--- src/rtl/clock_div_bank.sv ---
// clock_div_bank: a bank of NUM_CH independent integer clock dividers
// running from one source clock. Each channel has a runtime-programmable
// ratio and its own enable, and all channels can be restarted in phase
// together. A ratio change waits for a period boundary, so the divided
// clock never produces a runt pulse. Every output comes straight from a
// flop. A shared counter counts rising edges on one selected channel.
module clock_div_bank #(
    parameter int NUM_CH = 4,
    parameter int DIV_W  = 8,
    parameter int CNT_W  = 8,
    parameter int CH_W   = (NUM_CH > 1) ? $clog2(NUM_CH) : 1
) (
    input  logic              clk_in,
    input  logic              rst,
    input  logic [NUM_CH-1:0] ch_en,
    input  logic              cfg_we,
    input  logic [CH_W-1:0]   cfg_ch,
    input  logic [DIV_W-1:0]  cfg_div,
    input  logic              sync_all,
    input  logic [CH_W-1:0]   mon_sel,
    output logic [NUM_CH-1:0] clk_out,
    output logic [NUM_CH-1:0] strobe,
    output logic [CNT_W-1:0]  toggle_counter
);

    // Per-channel state
    logic [DIV_W-1:0]  r_div_act  [NUM_CH];
    logic [DIV_W-1:0]  r_div_pend [NUM_CH];
    logic [DIV_W-1:0]  r_cnt      [NUM_CH];
    logic [NUM_CH-1:0] r_clk_out;
    logic [NUM_CH-1:0] r_strobe;
    logic [CNT_W-1:0]  r_toggle_cnt;

    // Next-state helpers
    logic [DIV_W-1:0]  w_cnt_next [NUM_CH];
    logic [DIV_W-1:0]  w_div_next [NUM_CH];
    logic [DIV_W-1:0]  w_half     [NUM_CH];
    logic [NUM_CH-1:0] w_cfg_hit;
    logic [DIV_W-1:0]  w_cfg_div_clamped;
    logic              w_mon_hit;

    assign clk_out        = r_clk_out;
    assign strobe         = r_strobe;
    assign toggle_counter = r_toggle_cnt;

    // Ratios 0 and 1 cannot make a clock, so they are captured as 2
    assign w_cfg_div_clamped = (cfg_div < DIV_W'(2)) ? DIV_W'(2) : cfg_div;

    // Phase counter advance; the pending ratio takes over only on a wrap
    always_comb begin
        for (int i = 0; i < NUM_CH; i++) begin
            if (r_cnt[i] == (r_div_act[i] - DIV_W'(1))) begin
                w_cnt_next[i] = '0;
                w_div_next[i] = r_div_pend[i];
            end else begin
                w_cnt_next[i] = r_cnt[i] + DIV_W'(1);
                w_div_next[i] = r_div_act[i];
            end
            w_half[i] = w_div_next[i] >> 1;
        end
    end

    // Decode the config write target; out-of-range channels match nothing
    always_comb begin
        for (int i = 0; i < NUM_CH; i++) begin
            w_cfg_hit[i] = cfg_we && (cfg_ch == CH_W'(i));
        end
    end

    // Select the monitored strobe; out-of-range selects fall back to channel 0
    always_comb begin
        w_mon_hit = r_strobe[0];
        for (int i = 1; i < NUM_CH; i++) begin
            w_mon_hit = (mon_sel == CH_W'(i)) ? r_strobe[i] : w_mon_hit;
        end
    end

    // Divider channels: config capture, counting, phase sync and outputs
    always_ff @(posedge clk_in) begin
        for (int i = 0; i < NUM_CH; i++) begin
            if (rst) begin
                r_div_act[i]  <= DIV_W'(2);
                r_div_pend[i] <= DIV_W'(2);
                r_cnt[i]      <= '0;
                r_clk_out[i]  <= 1'b0;
                r_strobe[i]   <= 1'b0;
            end else begin
                if (w_cfg_hit[i]) begin
                    r_div_pend[i] <= w_cfg_div_clamped;
                end else begin
                    r_div_pend[i] <= r_div_pend[i];
                end
                if (!ch_en[i] || sync_all) begin
                    // Idle or restarting: hold phase zero, adopt ratio now
                    r_cnt[i]     <= '0;
                    r_div_act[i] <= r_div_pend[i];
                    r_clk_out[i] <= 1'b0;
                    r_strobe[i]  <= 1'b0;
                end else begin
                    r_cnt[i]     <= w_cnt_next[i];
                    r_div_act[i] <= w_div_next[i];
                    r_clk_out[i] <= (w_cnt_next[i] >= w_half[i]);
                    r_strobe[i]  <= (w_cnt_next[i] == w_half[i]);
                end
            end
        end
    end

    // Rising-edge monitor, one cycle behind the selected strobe
    always_ff @(posedge clk_in) begin
        if (rst) begin
            r_toggle_cnt <= '0;
        end else if (w_mon_hit) begin
            r_toggle_cnt <= r_toggle_cnt + CNT_W'(1);
        end else begin
            r_toggle_cnt <= r_toggle_cnt;
        end
    end

endmodule

--- config.mk ---
export PLATFORM = sky130hd
export DESIGN_NAME = clock_div_bank
export DESIGN_NICKNAME = d
export VERILOG_FILES = /design/src/rtl/clock_div_bank.sv
export SDC_FILE = /design/constraint.sdc
export NUM_CORES = 1
export LEC_CHECK = 0
export BUFFER_PORTS_ARGS = -buffer_cell sky130_fd_sc_hd__buf_2
export CORE_MARGIN = 4
export CORE_UTILIZATION = 55
export DETAILED_ROUTE_END_ITERATION = 16
export PLACE_DENSITY = 0.8
export SYNTH_ARGS = -nofsm -noshare
export SYNTH_HDL_FRONTEND = slang
export SYNTH_SLANG_ARGS = --single-unit
--- constraint.sdc ---
create_clock -name clk_in -period 3.4 [get_ports clk_in]
set_input_delay 0.85 -clock clk_in [delete_from_list [all_inputs] [get_ports clk_in]]
set_output_delay 0.85 -clock clk_in [all_outputs]
set_load 0.005 [all_outputs]
Word level (Yosys, flattened, before mapping)
Memory sizes are Yosys's and may differ from the RTL's.
Index checks and enable logic that the tools add are counted.
W data, S select, Z words.
{"block": "word_totals", "regBits": 16, "ram_bits": 96, "inputBits": 20, "output_inout_bits": 16, "elab_cells": 167, "n_memories": 3}
{"block": "op_classes", "addsub": 9, "order_cmp": 5, "n_eq_ne": 14, "mux": 86, "n_bitwise": 24, "n_reduce_logical": 17}
{"memory": "r_cnt", "depth": 4, "width": 8, "rd": 4, "rd_ports_with_merged_regs": 0, "wr": 4, "line": "29", "source": "logic [DIV_W-1:0] r_cnt [NUM_CH];"}
{"memory": "r_div_act", "depth": 4, "width": 8, "rd": 4, "rd_ports_with_merged_regs": 0, "wr": 4, "line": "27", "source": "logic [DIV_W-1:0] r_div_act [NUM_CH];"}
{"memory": "r_div_pend", "depth": 4, "width": 8, "rd": 4, "rd_ports_with_merged_regs": 0, "wr": 4, "line": "28", "source": "logic [DIV_W-1:0] r_div_pend [NUM_CH];"}
{"cell": "$mux W8", "count": 33}
{"cell": "$mux W1", "count": 53}
{"cell": "$add A8 B1 Y8 const B", "count": 5}
{"cell": "$eq A8 B7 Y1", "count": 4}
{"cell": "$eq A8 B8 Y1", "count": 4}
{"cell": "$ge A8 B7 Y1", "count": 4}
{"cell": "$sub A8 B1 Y8 const B", "count": 4}
{"cell": "$or A1 B1 Y1", "count": 24}
{"cell": "$eq A2 B2 Y1 const B", "count": 4}
{"cell": "$lt A8 B2 Y1 const B", "count": 1}
{"cell": "$reduce_or A2 Y1", "count": 4}
{"cell": "$eq A2 B1 Y1 const B", "count": 2}
{"cell": "$logic_and A1 B1 Y1", "count": 4}
{"cell": "$logic_not A1 Y1", "count": 4}
{"cell": "$logic_or A1 B1 Y1", "count": 4}
{"cell": "$logic_not A2 Y1", "count": 1}

Logic depth before layout (Yosys ltp)
{"block": "logic_depth", "word_depth": 7, "ltp_mapped": 16, "ltp_nobuf": 15}

Worst setup path after synthesis
No wires, ideal clock.
{"block": "synth_timing", "path_kind": "reg2reg", "start": "memory r_div_act[0][0]", "end": "register r_clk_out[0] (netlist: clk_out[0])", "setup_time_ns": 0.130, "arrival_ns": 3.174, "required_ns": 3.270, "setup_slack_ns": 0.096, "stages_incl_launch_ff": 17, "n_path_buf": 1, "period_less_slack_ns": 3.304, "cell_sequence": "edfxtp_1 inv_1 ha_1 o21bai_1 a211oi_1 a2111oi_2 a2111oi_4 buf_4 nand2_1 o21ai_0 ha_1 nand2b_1 a21o_1 a21o_1 a21oi_1 o21a_1 o22ai_1"}
{"item": "start: declaration", "line": "27"}
{"item": "end signal: indexed assignment", "line": "102", "source": "r_clk_out[i] <= (w_cnt_next[i] >= w_half[i]);"}
{"item": "end: declaration", "line": "30", "source": "logic [NUM_CH-1:0] r_clk_out;"}

==> flow_summary_export.csv <==
group,metric,value,unit
global_route,grtUsageTotal,0.203,
run,cap_violations,0,
clock_network,cts_buffers,9,
worst_setup_path,crit_start,"r_div_act[1][1]",
logic_synthesis,synth_largest_area_cell,"edfxtp_1",
worst_setup_path,critPathKind,"reg -> reg",
floorplan,fp-row-count,41,
clock_network,cts.sinks,112,
global_route,grt_pass1_wl,24.4,mm
clock_network,clockBufferDepth,2,
logic_synthesis,ys_dominant_reg_cell,"edfxtp_1",
floorplan,die_y,123,um
worst_setup_path,worst_setup_path_end_kind,"flip-flop",
sta,max_slew_margin,0.598,
cells_and_area,antennaDiodeCount,0,
sta,period_share,0.969,
cells_and_area,drive_above_1_share,0.147,
power_and_ir_drop,total_leakage_power,3.32,nW
worst_setup_path,critPathRequiredTime,3.62,ns
routing,ant_nets,0,
worst_setup_path,reg2reg_from,"r_div_act[1][1]",
logic_synthesis,syn_inst,689,
global_route,grt_max_degree,74,
worst_setup_path,critPathMaxStageDelay,0.46,ns
sta,fin_crit,3.29,ns
logic_synthesis,synth.area.top_cells,"edfxtp_1, mux2i_1, ha_1",
logic_synthesis,synth-seq-cells,112,
cells_and_area,stdcell_count,968,
logic_synthesis,synth_area,7210,um2
sta,timing.fmax,304,MHz
worst_setup_path,worst_ep_arrival_time,3.52,ns
sta,maxSlewViolCount,0,
clock_network,clkLatencyLatePin,0.35,ns
logic_synthesis,ys_seq_area_frac,0.444,
cells_and_area,fin_nets,848,
worst_setup_path,reg2reg_depth,13,
worst_hold_path,whs_path_depth,2,
floorplan,die_w,123,um
floorplan,die_area,15000,um2
worst_setup_path,worst_path_max_delay_cell,"edfxtp_1",
sta,setup_viol_count_final,0,
power_and_ir_drop,ir_drop,226,uV
floorplan,ios,36,
sta,worst_pin_slew,0.603,ns
sta,hold_ws,0.522,ns
cells_and_area,synthToLayoutAreaGrowth,13.7,%
placement,placed_cells,946,
sta,fin_skew,0.00958,ns
floorplan,start_util,0.567,
clock_network,clk_pin_slew,0.07,ns
routing,wirelength,14.9,mm
global_route,grt_pass1_vias,5266,
sta,hold_viol_final,0,
worst_setup_path,cp_cell_sequence,"inv_1 -> ha_1 -> or3b_1 -> nor4_2 -> o2111ai_2 -> a311oi_4 -> buf_6 -> mux2i_2 -> ha_1 -> o21a_1 -> o21ai_0 -> a31o_2 -> a31oi_1",
placement,dp_hpwl,11.1,mm
worst_hold_path,min_path_type,"reg -> reg",
clock_network,htree_num_levels,3,
clock_network,cts_tree,"yes",
floorplan,core-area,12700,um2
logic_synthesis,synth-edff-count,96,
logic_synthesis,synth_top_area_frac,0.400,
status,status,"completed",
routing,drc_errors,0,
logic_synthesis,synth_cell_types,62,
routing,drt_iter0_drc,319,
logic_synthesis,synthArstFlopShare,0,
cells_and_area,fin_util,0.645,
worst_setup_path,crit_top_cell,"ha_1",
placement,gp_congestion,0.939,
worst_setup_path,crit_path_start_kind,"flip-flop",
global_route,antenna_found_initial,0,
power_and_ir_drop,cellPowerDensity,389,nW/um2
logic_synthesis,synth_warnings,0,
routing,vias,5263,
worst_setup_path,cp_max_fo,8,
cells_and_area,num-fill-cells,1013,
placement,portBuffers,35,
routing,wl_per_cell,15.3,um
cells_and_area,final_common_cell,"nor2_1",
worst_hold_path,hp-start,"toggle_counter[7]",
cells_and_area,mostFrequentLayoutCells,"nor2_1, edfxtp_1, conb_1, nand2b_1, mux2i_1",
global_route,grt-ovfl-total,0,
logic_synthesis,syn_area_per_cell,10.5,um2
routing,via_per_inst,5.44,
worst_setup_path,rrSetupSlack,0.11,ns
routing,drt_first_pass_iters,8,
clock_network,cts_root_buffer,"clkbuf_16",
==> worst max-delay path, delay by kind of cell (launching register included) <==
family / cells / cell delay [ns]
mux: 1 / 0.24
fa+ha+maj: 2 / 0.46
simple gates: 2 / 0.64
buf+inv: 2 / 0.32
flops: 1 / 0.46
compound gates: 6 / 1.05
==> synth_stat cells (all sizes together) (11+ instances only) <==
library cell	n
xnor2	29
nor3	15
o21ai	12
buf	13
nand2	17
and3	13
a21oi	12
nand3	23
nor2b	13
xor2	33
nand2b	59
a21o	11
inv	33
ha	37
or2	12
clkbuf	11
edfxtp	96
nor2	101
mux2i	47
dfxtp	16
==> worst paths after layout <==
path	to
setup / recovery	clk_out[1]
hold / removal	toggle_counter[7]
setup reg to reg	clk_out[1]
hold reg to reg	toggle_counter[7]
==> repair_timing <==
action                                  4_1_cts  5_1_grt
endpoints found under the setup margin        0        5
resized for setup                             0       15
hold buffers                                  0        0
setup buffers                                 0        6
==> kinds of logic after synthesis <==
family / after synthesis / share of synthesized area
and+or+nand+nor: 289 / 0.219
DFF: 112 / 0.444
AOI/OAI and AO/OA: 76 / 0.0824
xor gates and xnor gates: 62 / 0.0753
buffers and inverters: 57 / 0.0350
muxes: 55 / 0.0793
adders and majority gates: 37 / 0.0642
other: 1 / 0.000520
==> layout make-up <==
cell class,count,area (um2),share of cell area
multi-input combinational,579,4040,0.493
sequential,112,3200,0.390
timing repair buffer,56,348,0.0424
clock buffer,10,229,0.0279
tap,172,215,0.0262
inverter,33,124,0.0151
clock inverter,6,43.8,0.00534
==> registers in the layout (all words and copies together) (netlist names) <==
name,cells
r_div_pend,32
strobe,4
r_cnt,32
toggle_counter,8
r_div_act,32
clk_out,4
==> per-layer routing <==
| metal | global-route usage | vias to the layer above | wire (um) |
|---|---|---|---|
| met5 | 0 | - | 0 |
| met4 | 0.0966 | 0 | 537 |
| met3 | 0.0300 | 41 | 579 |
| met2 | 0.345 | 145 | 7400 |
| met1 | 0.254 | 2470 | 6340 |
| li1 | - | 2607 | - |
==> report_power, final <==
part | total, mW | internal, mW | switching [mW]
registers | 1.68 | 1.58 | 0.0942
clock network | 1.00 | 0.503 | 0.497
logic | 0.512 | 0.231 | 0.281
==> metrics by stage <==
stage                     power (mW)  instance area (um2)  setup TNS [ns]  worst slack [ns]
after global routing            3.35                 8200          -0.113           -0.0633
after floorplan                 2.06                 7440               0            0.0959
after detailed placement        2.19                 7810               0             0.122
final                           3.19                 8200               0             0.107
after CTS                       3.18                 8080               0            0.0631
after global placement          2.16                 7810               0             0.220
Power figures use the tool's default switching activity.
